### config.mk
export PLATFORM = sky130hd
export DESIGN_NAME = uart_rx_core
export DESIGN_NICKNAME = d
export VERILOG_FILES = /design/src/rtl/uart_rx_core.sv
export SDC_FILE = /design/constraint.sdc
export NUM_CORES = 1
export LEC_CHECK = 0
export BUFFER_PORTS_ARGS = -buffer_cell sky130_fd_sc_hd__buf_2
export CAP_MARGIN = 25
export CORE_AREA = 2 2 95 60
export CTS_BUF_LIST = sky130_fd_sc_hd__clkbuf_16
export DETAILED_ROUTE_END_ITERATION = 10
export DIE_AREA = 0 0 97 62
export PLACE_DENSITY_LB_ADDON = 0.15
export RECOVER_POWER = 50
export SETUP_SLACK_MARGIN = 0.2
export SLEW_MARGIN = 25
export SYNTH_ARGS = -nofsm -noshare
export SYNTH_HDL_FRONTEND = slang
export SYNTH_SLANG_ARGS = --single-unit
### constraint.sdc
create_clock -name Clock -period 4.2 [get_ports Clock]
set_clock_uncertainty 0.1 [all_clocks]
set_input_delay 0.42 -clock Clock [delete_from_list [all_inputs] [get_ports Clock]]
set_output_delay 0.42 -clock Clock [all_outputs]
set_load 0.02 [all_outputs]
### src/rtl/uart_rx_core.sv
// UART receiver: 16x oversampled Rx line, mid-bit start validation, 8 data bits
// LSB-first, optional odd/even parity, stop check, one-cycle valid strobe.
module uart_rx_core #(
    parameter int ClkFreqDiv0 = 650,
    parameter int ClkFreqDiv1 = 325,
    parameter int ClkFreqDiv2 = 162,
    parameter int ClkFreqDiv3 = 80,
    parameter int CountBits   = 10
) (
    input  logic       Clock,
    input  logic       ResetN,
    input  logic       Enable,
    input  logic       Rx,
    input  logic [1:0] BaudRate,
    input  logic [1:0] ParityType,
    output logic [7:0] RxData,
    output logic       RxValid,
    output logic       ParityError,
    output logic       FrameError,
    output logic       Busy
);

    typedef enum logic [2:0] {
        ST_IDLE   = 3'd0,
        ST_START  = 3'd1,
        ST_DATA   = 3'd2,
        ST_PARITY = 3'd3,
        ST_STOP   = 3'd4
    } state_t;

    function automatic logic [CountBits-1:0] div_for_baud(input logic [1:0] baud);
        case (baud)
            2'b00:   div_for_baud = CountBits'(ClkFreqDiv0);
            2'b01:   div_for_baud = CountBits'(ClkFreqDiv1);
            2'b10:   div_for_baud = CountBits'(ClkFreqDiv2);
            default: div_for_baud = CountBits'(ClkFreqDiv3);
        endcase
    endfunction

    function automatic logic parity_expected(input logic [7:0] data, input logic odd);
        parity_expected = (^data) ^ odd;
    endfunction

    state_t               state_q, state_d;
    logic                 rx_meta_q, rx_s_q, rx_prev_q;
    logic [CountBits-1:0] tick_cnt_q, tick_cnt_d, final_q, final_s;
    logic                 tick_s, start_s, parity_on_s;
    logic [1:0]           ptype_q;
    logic [3:0]           samp_q, samp_d;
    logic [2:0]           idx_q, idx_d;
    logic [7:0]           shift_q, shift_d;
    logic                 par_bit_q, par_bit_d;
    logic [7:0]           rx_data_q, rx_data_d;
    logic                 rx_valid_q, rx_valid_d;
    logic                 par_err_q, par_err_d;
    logic                 frm_err_q, frm_err_d;
    logic                 busy_q, busy_d;

    // While idle the live BaudRate drives the divider; during a frame the latched one does.
    assign final_s     = (state_q == ST_IDLE) ? div_for_baud(BaudRate) : final_q;
    assign tick_s      = Enable & (tick_cnt_q >= final_s);
    assign start_s     = tick_s & (state_q == ST_IDLE) & ~rx_s_q & rx_prev_q;
    assign parity_on_s = (ptype_q == 2'b01) | (ptype_q == 2'b10);

    // Two-flop synchronizer; edge reference updates once per tick.
    always_ff @(posedge Clock or negedge ResetN) begin
        if (!ResetN) begin
            rx_meta_q <= 1'b1;
            rx_s_q    <= 1'b1;
            rx_prev_q <= 1'b1;
        end else begin
            rx_meta_q <= Rx;
            rx_s_q    <= rx_meta_q;
            rx_prev_q <= tick_s ? rx_s_q : rx_prev_q;
        end
    end

    // Oversample tick divider next value.
    always_comb begin
        tick_cnt_d = tick_cnt_q;
        if (!Enable) begin
            tick_cnt_d = '0;
        end else if (tick_s) begin
            tick_cnt_d = '0;
        end else begin
            tick_cnt_d = tick_cnt_q + CountBits'(1);
        end
    end

    // State register.
    always_ff @(posedge Clock or negedge ResetN) begin
        if (!ResetN) begin
            state_q <= ST_IDLE;
        end else begin
            state_q <= state_d;
        end
    end

    // Next-state logic; every transition happens on a tick.
    always_comb begin
        state_d = state_q;
        if (!Enable) begin
            state_d = ST_IDLE;
        end else if (tick_s) begin
            case (state_q)
                ST_IDLE:   state_d = start_s ? ST_START : ST_IDLE;
                ST_START:  state_d = (samp_q == 4'd7) ? (rx_s_q ? ST_IDLE : ST_DATA) : ST_START;
                ST_DATA:   state_d = ((samp_q == 4'd15) && (idx_q == 3'd7))
                                     ? (parity_on_s ? ST_PARITY : ST_STOP) : ST_DATA;
                ST_PARITY: state_d = (samp_q == 4'd15) ? ST_STOP : ST_PARITY;
                ST_STOP:   state_d = (samp_q == 4'd15) ? ST_IDLE : ST_STOP;
                default:   state_d = ST_IDLE;
            endcase
        end else begin
            state_d = state_q;
        end
    end

    // Datapath and output next values per state.
    always_comb begin
        samp_d     = samp_q;
        idx_d      = idx_q;
        shift_d    = shift_q;
        par_bit_d  = par_bit_q;
        rx_data_d  = rx_data_q;
        rx_valid_d = 1'b0;
        par_err_d  = par_err_q;
        frm_err_d  = frm_err_q;
        busy_d     = (state_d != ST_IDLE);
        if (!Enable) begin
            samp_d = 4'd0;
            idx_d  = 3'd0;
        end else if (tick_s) begin
            case (state_q)
                ST_IDLE: begin
                    samp_d = 4'd0;
                    idx_d  = 3'd0;
                end
                ST_START: begin
                    samp_d = (samp_q == 4'd7) ? 4'd0 : samp_q + 4'd1;
                    idx_d  = 3'd0;
                end
                ST_DATA: begin
                    if (samp_q == 4'd15) begin
                        shift_d[idx_q] = rx_s_q;
                        samp_d         = 4'd0;
                        idx_d          = idx_q + 3'd1;
                    end else begin
                        samp_d = samp_q + 4'd1;
                    end
                end
                ST_PARITY: begin
                    if (samp_q == 4'd15) begin
                        par_bit_d = rx_s_q;
                        samp_d    = 4'd0;
                    end else begin
                        samp_d = samp_q + 4'd1;
                    end
                end
                ST_STOP: begin
                    if (samp_q == 4'd15) begin
                        rx_data_d  = shift_q;
                        frm_err_d  = ~rx_s_q;
                        par_err_d  = parity_on_s &
                                     (par_bit_q != parity_expected(shift_q, ptype_q == 2'b01));
                        rx_valid_d = 1'b1;
                        samp_d     = 4'd0;
                    end else begin
                        samp_d = samp_q + 4'd1;
                    end
                end
                default: begin
                    samp_d = 4'd0;
                    idx_d  = 3'd0;
                end
            endcase
        end else begin
            samp_d = samp_q;
        end
    end

    // Datapath, frame-latched settings and registered outputs.
    always_ff @(posedge Clock or negedge ResetN) begin
        if (!ResetN) begin
            tick_cnt_q <= '0;
            final_q    <= '0;
            ptype_q    <= 2'b00;
            samp_q     <= 4'd0;
            idx_q      <= 3'd0;
            shift_q    <= 8'h00;
            par_bit_q  <= 1'b0;
            rx_data_q  <= 8'h00;
            rx_valid_q <= 1'b0;
            par_err_q  <= 1'b0;
            frm_err_q  <= 1'b0;
            busy_q     <= 1'b0;
        end else begin
            tick_cnt_q <= tick_cnt_d;
            final_q    <= start_s ? div_for_baud(BaudRate) : final_q;
            ptype_q    <= start_s ? ParityType : ptype_q;
            samp_q     <= samp_d;
            idx_q      <= idx_d;
            shift_q    <= shift_d;
            par_bit_q  <= par_bit_d;
            rx_data_q  <= rx_data_d;
            rx_valid_q <= rx_valid_d;
            par_err_q  <= par_err_d;
            frm_err_q  <= frm_err_d;
            busy_q     <= busy_d;
        end
    end

    assign RxData      = rx_data_q;
    assign RxValid     = rx_valid_q;
    assign ParityError = par_err_q;
    assign FrameError  = frm_err_q;
    assign Busy        = busy_q;

endmodule

==> key figures, run 1 <==
Power
  • Final Power: 0.00135 W
  • Leakage power of the design: 1.54 nW
  • Pwr/cell area: 412 nW/um2
  • Largest vdd supply drop: 0.226 mV

Synthesis
  • Unique masters post-synth: 50
  • Synth Area in Simple Gates: 18.9%
  • Mean Syn Cell Area: 10.3 um2
  • Number of synthesized register bits: 52
  • Synth Flop Type: dfrtp_1
  • Synth Cell Area: 2980 um2
  • Top-area cell type share of the netlist area: 41.1%
  • Post-synth ARST share: 100%
  • Mapped Cells: 291
  • Synth Net Count: 312
  • Most common cell in the synthesized netlist: dfrtp_1
  • YS warnings: 0
  • Largest area contributor in the netlist: dfrtp_1
  • Post-synthesis sequential area ratio: 43.7%
  • Post-Synth XOR/XNOR Area: 4.99%
  • Synth top area cells: dfrtp_1 41%, mux2_2 9.8%, ha_1 5.5%
  • EDFF count, synth: 0
  • Multiplexer share of the synthesized area: 14.6%
  • Top post-synthesis cells by count: 49 x dfrtp_1, 26 x mux2_2, 25 x nor2_1
  • Adder-Cell Fraction of Synth Area: 5.45%
  • Post-synthesis compound-gate area fraction: 8.68%
  • Largest family of logic cells by synthesized area: simple AND/OR/NAND/NOR gates

Drt
  • Vias/cell: 5.68
  • Final WL: 5870 um
  • 1st-iter DRT viols: 146
  • DRT Pass-1 Iters: 4
  • Routed Antenna Nets: 0
  • Met2 wire length: 2160 um
  • DR DRC count: 0
  • Vias after detailed routing: 2,137
  • Routed metal-1 wire length: 3400 um
  • DR WL met3: 253 um
  • Max Used Layer: met4
  • Wirelength per Cell: 15.6 um

Layout
  • Nets: 327
  • Area of the multi-input gates: 1570 um2
  • FILL cells: 435
  • Reg area: 1310 um2
  • Layout cells sized above 1: 19.5%
  • Antenna cells: 0
  • Fin area: 3270 um2
  • Area delta synth->final: 9.64%

CTS
  • Clock sink count: 52
  • CTS buffer count: 5
  • Clk pin slew, worst setup/hold paths: 0.07 ns
  • CTS tree: done
  • CTS root buffer: clkbuf_16
  • CTS H-tree lvls: 2
  • # hold bufs at CTS: 0
  • CTS resizes: 0
  • Clk buf depth: 2
  • Post-CTS setup buffers: 0
  • Clock latency on the worst-skew pair: 0.29 ns

Critical path
  • Crit path max fanout: 15
  • Max stage delay on crit path: 0.59 ns
  • WS Path Type: flip-flop to flip-flop
  • Reg-to-reg startpoint: state_q[0]
  • Worst Setup EP: final_q[3]
  • CP top delay family: simple AND/OR/NAND/NOR gates
  • FF-to-FF setup slack: 0.59 ns
  • Crit path launch: state_q[0]
  • Crit start category: flip-flop
  • WP buf/inv: 1
  • WP data required: 4.27 ns
  • Setup crit end kind: flip-flop
  • WP data arrival: 3.68 ns
  • Worst r2r path cells: 11
  • WP depth: 11
  • CP max-delay cell: nor4b_4
  • Critical Path, Cell by Cell: or3_1 -> nand2_1 -> o21a_1 -> inv_1 -> ha_1 -> nand3_1 -> o221ai_1 -> mux2i_1 -> o211a_2 -> nor4b_4 -> mux2_2
  • RR Endpoint: final_q[3]

STA
  • Max_slew headroom: -80.3%
  • Achievable Freq: 277 MHz
  • Worst-Margin Slew: 2.70 ns
  • Unrepaired setup endpoints after global routing: no
  • Fin. max-slew vios: 53
  • Final Hold Fails: 0
  • Setup_tns: 0 ns
  • Post-route minimum period: 3.61 ns
  • Final Cycle Share: 86.0%
  • Setup Viol. Count Final: 0
  • Fin Hold WS: 0.127 ns

Status
  • Status: finished with violations
  • Failing checks: capacitance limit, slew limit

Min path
  • Worst hold-check path type: input port to flip-flop

Floorplan
  • Die H: 62 um
  • Ports: 20
  • Die width: 97 um
  • Core box area: 5280 um2
  • Initial Util: 56.5%
  • Die area: 6010 um2
  • Rows: 21

Global route
  • Total global routing track utilization: 20.4%
  • Vias in the first global route: 1,830
  • Initial antenna violation count: 0
  • Total grt overflow: 0
  • First-pass GRT wire length: 9430 um
  • Largest net degree at the start of global routing: 53

Placed design
  • Final HPWL DP: 4140 um
  • Placed Area: 3120 um2
  • Buffers on Ports: 19
  • RePlAce Congestion: 0.913

Job
  • Reported max-cap violation count: 1
## final cells by class
type                       instances  area share (%)
multi-input combinational        215            48.0
sequential                        52            39.9
clock buffer                       5            3.82
timing repair buffer              22            3.33
tap                               69            2.64
clock inverter                     3            1.19
inverter                          10            1.15
## registers in the layout, summed over array words and instances (netlist names), 2 cells and up
name and count:
shift_q 8, RxData 8, samp_q 4, idx_q 3, state_q 3, final_q 6, ptype_q 2, tick_cnt_q 10
## layout by cell type, fill, tap and decap left out, types with 11 or more instances in the layout
| master | n |
|---|---|
| buf_2 | 15 |
| nand2_1 | 20 |
| nor2_1 | 25 |
| dfrtp_1 | 49 |
| ha_1 | 13 |
| nand3_1 | 24 |
| mux2_2 | 26 |
| a21oi_1 | 11 |
| xnor2_1 | 14 |
| inv_1 | 11 |
| mux2i_1 | 12 |
## power by group
part / leakage (nW) / switching (W) / internal [W]
Sequential: 0.694 / 0.0000273 / 0.000524
Clock: 0.0850 / 0.000178 / 0.000278
Combinational: 0.758 / 0.000221 / 0.000121
## worst register-to-register path, cell delays in order (launching register included)
cell and delay, ns:
dfrtp_1 0.54, or3_1 0.52, nand2_1 0.11, o21a_1 0.19, inv_1 0.06, ha_1 0.27
nand3_1 0.09, o221ai_1 0.18, mux2i_1 0.12, o211a_2 0.30, nor4b_4 0.59, mux2_2 0.41
## worst min path at each step
stage,startpoint,to,slack [ns],cells past startpoint
after CTS,Rx,rx_meta_q,0.12,1
after global routing,Rx,rx_meta_q,0.12,1
after floorplan,ResetN,Busy,0.02,0
final,Rx,rx_meta_q,0.13,1
after global placement,rx_meta_q,rx_s_q,0.25,0
after detailed placement,rx_meta_q,rx_s_q,0.25,0
## metrics by stage
step | setup WS [ns] | instances | utilization (%)
detailed placement | 0.626 | 368 | 59.0
global route | 0.383 | 376 | 62.0
floorplan | 0.736 | 291 | -
CTS | 0.584 | 376 | 62.1
finish | 0.587 | 376 | 62.0
global placement | 0.655 | 368 | 59.0
## logic make-up after synthesis
family,Yosys count
xor+xnor,17
compound gates,38
buf+inv,24
mux,39
fa+ha+maj,13
simple gates,108
flops,52
## routing by layer
layer / up-vias / global-route usage [%]
li1: 1070 / -
met1: 1021 / 34.0
met2: 42 / 25.0
met3: 4 / 4.25
met4: 0 / 6.64
met5: - / 0
Power figures use the tool's default switching activity.
==> run 2: changes to the inputs <==
REMOVE_ABC_BUFFERS = 1   (was not set)
SKIP_LAST_GASP = 1   (was not set)
==> run 2 against run 1 <==
Against the previous run: the run still ends with capacitance limit, slew limit left; clock-buffer cell count stayed put; critical endpoint unchanged; routed wire length increased by 4.1%; maximum frequency is 0.71% lower; clock power fell by 13%; hold slack better by 0.0027 ns; total power fell by 4.4%; die area is the same; via count up 3.0%; final cell count unchanged; combinational power barely moved; global-route usage is 0.92 points higher; design area down 0.61%; highest routed layer unchanged.
==> key figures, run 2 (synthesis results as in run 1) <==
Status
  • Status: finished with violations
  • Failing checks: capacitance limit, slew limit

Layout
  • Core Util, Final: 61.6% (-0.38 points)
  • Largest register FFs: 10 (unchanged)
  • Most flops, register: tick_cnt_q
  • Nets: 327 (unchanged)
  • Commonest non-fill, non-tap cell in the layout: dfrtp_1
  • Area delta synth->final: 8.97%
  • Commonest cells after routing, fill and taps aside: 49 x dfrtp_1, 26 x mux2_2, 25 x nor2_1, 24 x nand3_1, 20 x nand2_1
  • Antenna cells: 0 (unchanged)
  • Fin area: 3250 um2 (-0.61%)
  • Layout cells sized above 1: 19.9% (+0.33 points)

CTS
  • CTS tree: done
  • Post-CTS setup buffers: 0 (unchanged)
  • Clock sink count: 52 (unchanged)
  • CTS resizes: 0 (unchanged)
  • Clk pin slew, worst setup/hold paths: 0.07 ns (about the same)
  • Clock latency on the worst-skew pair: 0.29 ns (about the same)
  • Clk buf depth: 2 (unchanged)
  • # hold bufs at CTS: 0 (unchanged)
  • CTS buffer count: 5 (unchanged)
  • CTS root buffer: clkbuf_16
  • CTS H-tree lvls: 2 (unchanged)

Global route
  • Total grt overflow: 0 (unchanged)
  • First-pass GRT wire length: 10,000 um (+6.4%)
  • Vias in the first global route: 1,952 (+6.7%)
  • Largest net degree at the start of global routing: 53 (unchanged)
  • Total global routing track utilization: 21.3% (+0.92 points)
  • Initial antenna violation count: 0 (unchanged)

Floorplan
  • Die area: 6010 um2 (unchanged)
  • Rows: 21 (unchanged)
  • Ports: 20 (unchanged)
  • Die width: 97 um (unchanged)
  • Core box area: 5280 um2 (unchanged)
  • Die H: 62 um (unchanged)
  • Initial Util: 56.5% (unchanged)

Drt
  • Vias after detailed routing: 2,201 (+3.0%)
  • Wirelength per Cell: 16.2 um (+4.1%)
  • 1st-iter DRT viols: 140 (-4.1%)
  • DRT Pass-1 Iters: 4 (unchanged)
  • DR DRC count: 0 (unchanged)
  • Final WL: 6110 um (+4.1%)
  • Routed Antenna Nets: 0 (unchanged)
  • Vias/cell: 5.85 (+3.0%)

STA
  • Final setup margin: 0.561 ns (-0.0260 ns)
  • Max_slew headroom: -86.1% (-5.9 points)
  • Setup_tns: 0 ns (unchanged)
  • Fin. max-slew vios: 53 (unchanged)
  • Worst-Margin Slew: 2.79 ns (+0.0878 ns)
  • Achievable Freq: 275 MHz (-0.71%)
  • Setup Viol. Count Final: 0 (unchanged)
  • Post-route minimum period: 3.64 ns (+0.0260 ns)
  • Fin Hold WS: 0.130 ns (+0.00265 ns)
  • Final Cycle Share: 86.7% (+0.62 points)
  • Unrepaired setup endpoints after global routing: no
  • Final Hold Fails: 0 (unchanged)

Job
  • Reported max-cap violation count: 1 (unchanged)

Critical path
  • WP data required: 4.27 ns (about the same)
  • CP max-delay cell: nor4b_4
  • Setup crit end kind: flip-flop
  • Crit path max fanout: 15 (unchanged)
  • WP buf/inv: 1 (unchanged)
  • Crit start category: flip-flop
  • Critical Path, Cell by Cell: or3_1 -> nand2_1 -> o21a_1 -> inv_1 -> ha_1 -> nand3_1 -> o221ai_1 -> mux2i_1 -> o211a_2 -> nor4b_4 -> mux2_2
  • WP data arrival: 3.71 ns (+0.03 ns)
  • WS Path Type: flip-flop to flip-flop
  • Max stage delay on crit path: 0.62 ns (+0.03 ns)
  • CP top delay family: simple AND/OR/NAND/NOR gates

Power
  • Pwr/cell area: 396 nW/um2 (-3.9%)
  • Largest vdd supply drop: 0.267 mV (+18%)
  • Leakage power of the design: 1.53 nW (-0.81%)

Min path
  • Worst hold-check path type: input port to flip-flop

Placed design
  • Placed Area: 3120 um2 (unchanged)
  • Worst slack at placement: 0.588 ns (-0.0372 ns)
  • RePlAce Congestion: 0.816 (-11%)
  • Final HPWL DP: 4410 um (+6.5%)
  • Buffers on Ports: 19 (unchanged)
run 2: changes by cell type in the layout (fill, tap and decap cells not counted):
| cell | previous run | this run |
|---|---|---|
| bufinv_16 | 1 | 0 |
| clkinv_4 | 0 | 1 |
| clkinv_2 | 1 | 2 |
| inv_1 | 11 | 10 |
run 2: worst paths after layout:
kind	to	slack, ns	from	cells after the start
worst max-delay path	final_q[3]	0.56	state_q[0]	11
worst min-delay path	rx_meta_q	0.13	Rx	1
worst max register to register	final_q[3]	0.56	state_q[0]	11
worst min register to register	rx_s_q	0.26	rx_meta_q	0
max in group asynchronous	state_q[0]	1.40	ResetN	2
min in group asynchronous	samp_q[1]	1.02	ResetN	2
run 2: through the flow:
step                      total power (W)  cells
after global placement           0.000885    368
after global routing              0.00136    376
after floorplan                  0.000795    277
final                             0.00129    376
after detailed placement         0.000899    368
after CTS                         0.00130    376
run 2: power breakdown:
part           internal, W  switching (W)
registers         0.000524      0.0000278
logic             0.000122       0.000219
clock network     0.000220       0.000177
total             0.000865       0.000424
run 2: layer usage:
metal,track usage (%),up-vias,share of wire (%)
li1,-,1071,-
met1,33.5,1071,55
met2,30.7,55,40
met3,3.91,4,4.7
met4,4.23,0,0.67
met5,0,-,0
run 2: cell type report:
class                      instances  area, um2
clock buffer                       5        125
clock inverter                     3       18.8
fill                             459       2030
inverter                          10       37.5
multi-input combinational        215       1570
sequential                        52       1310
tap                               69       86.3
timing repair buffer              22        109
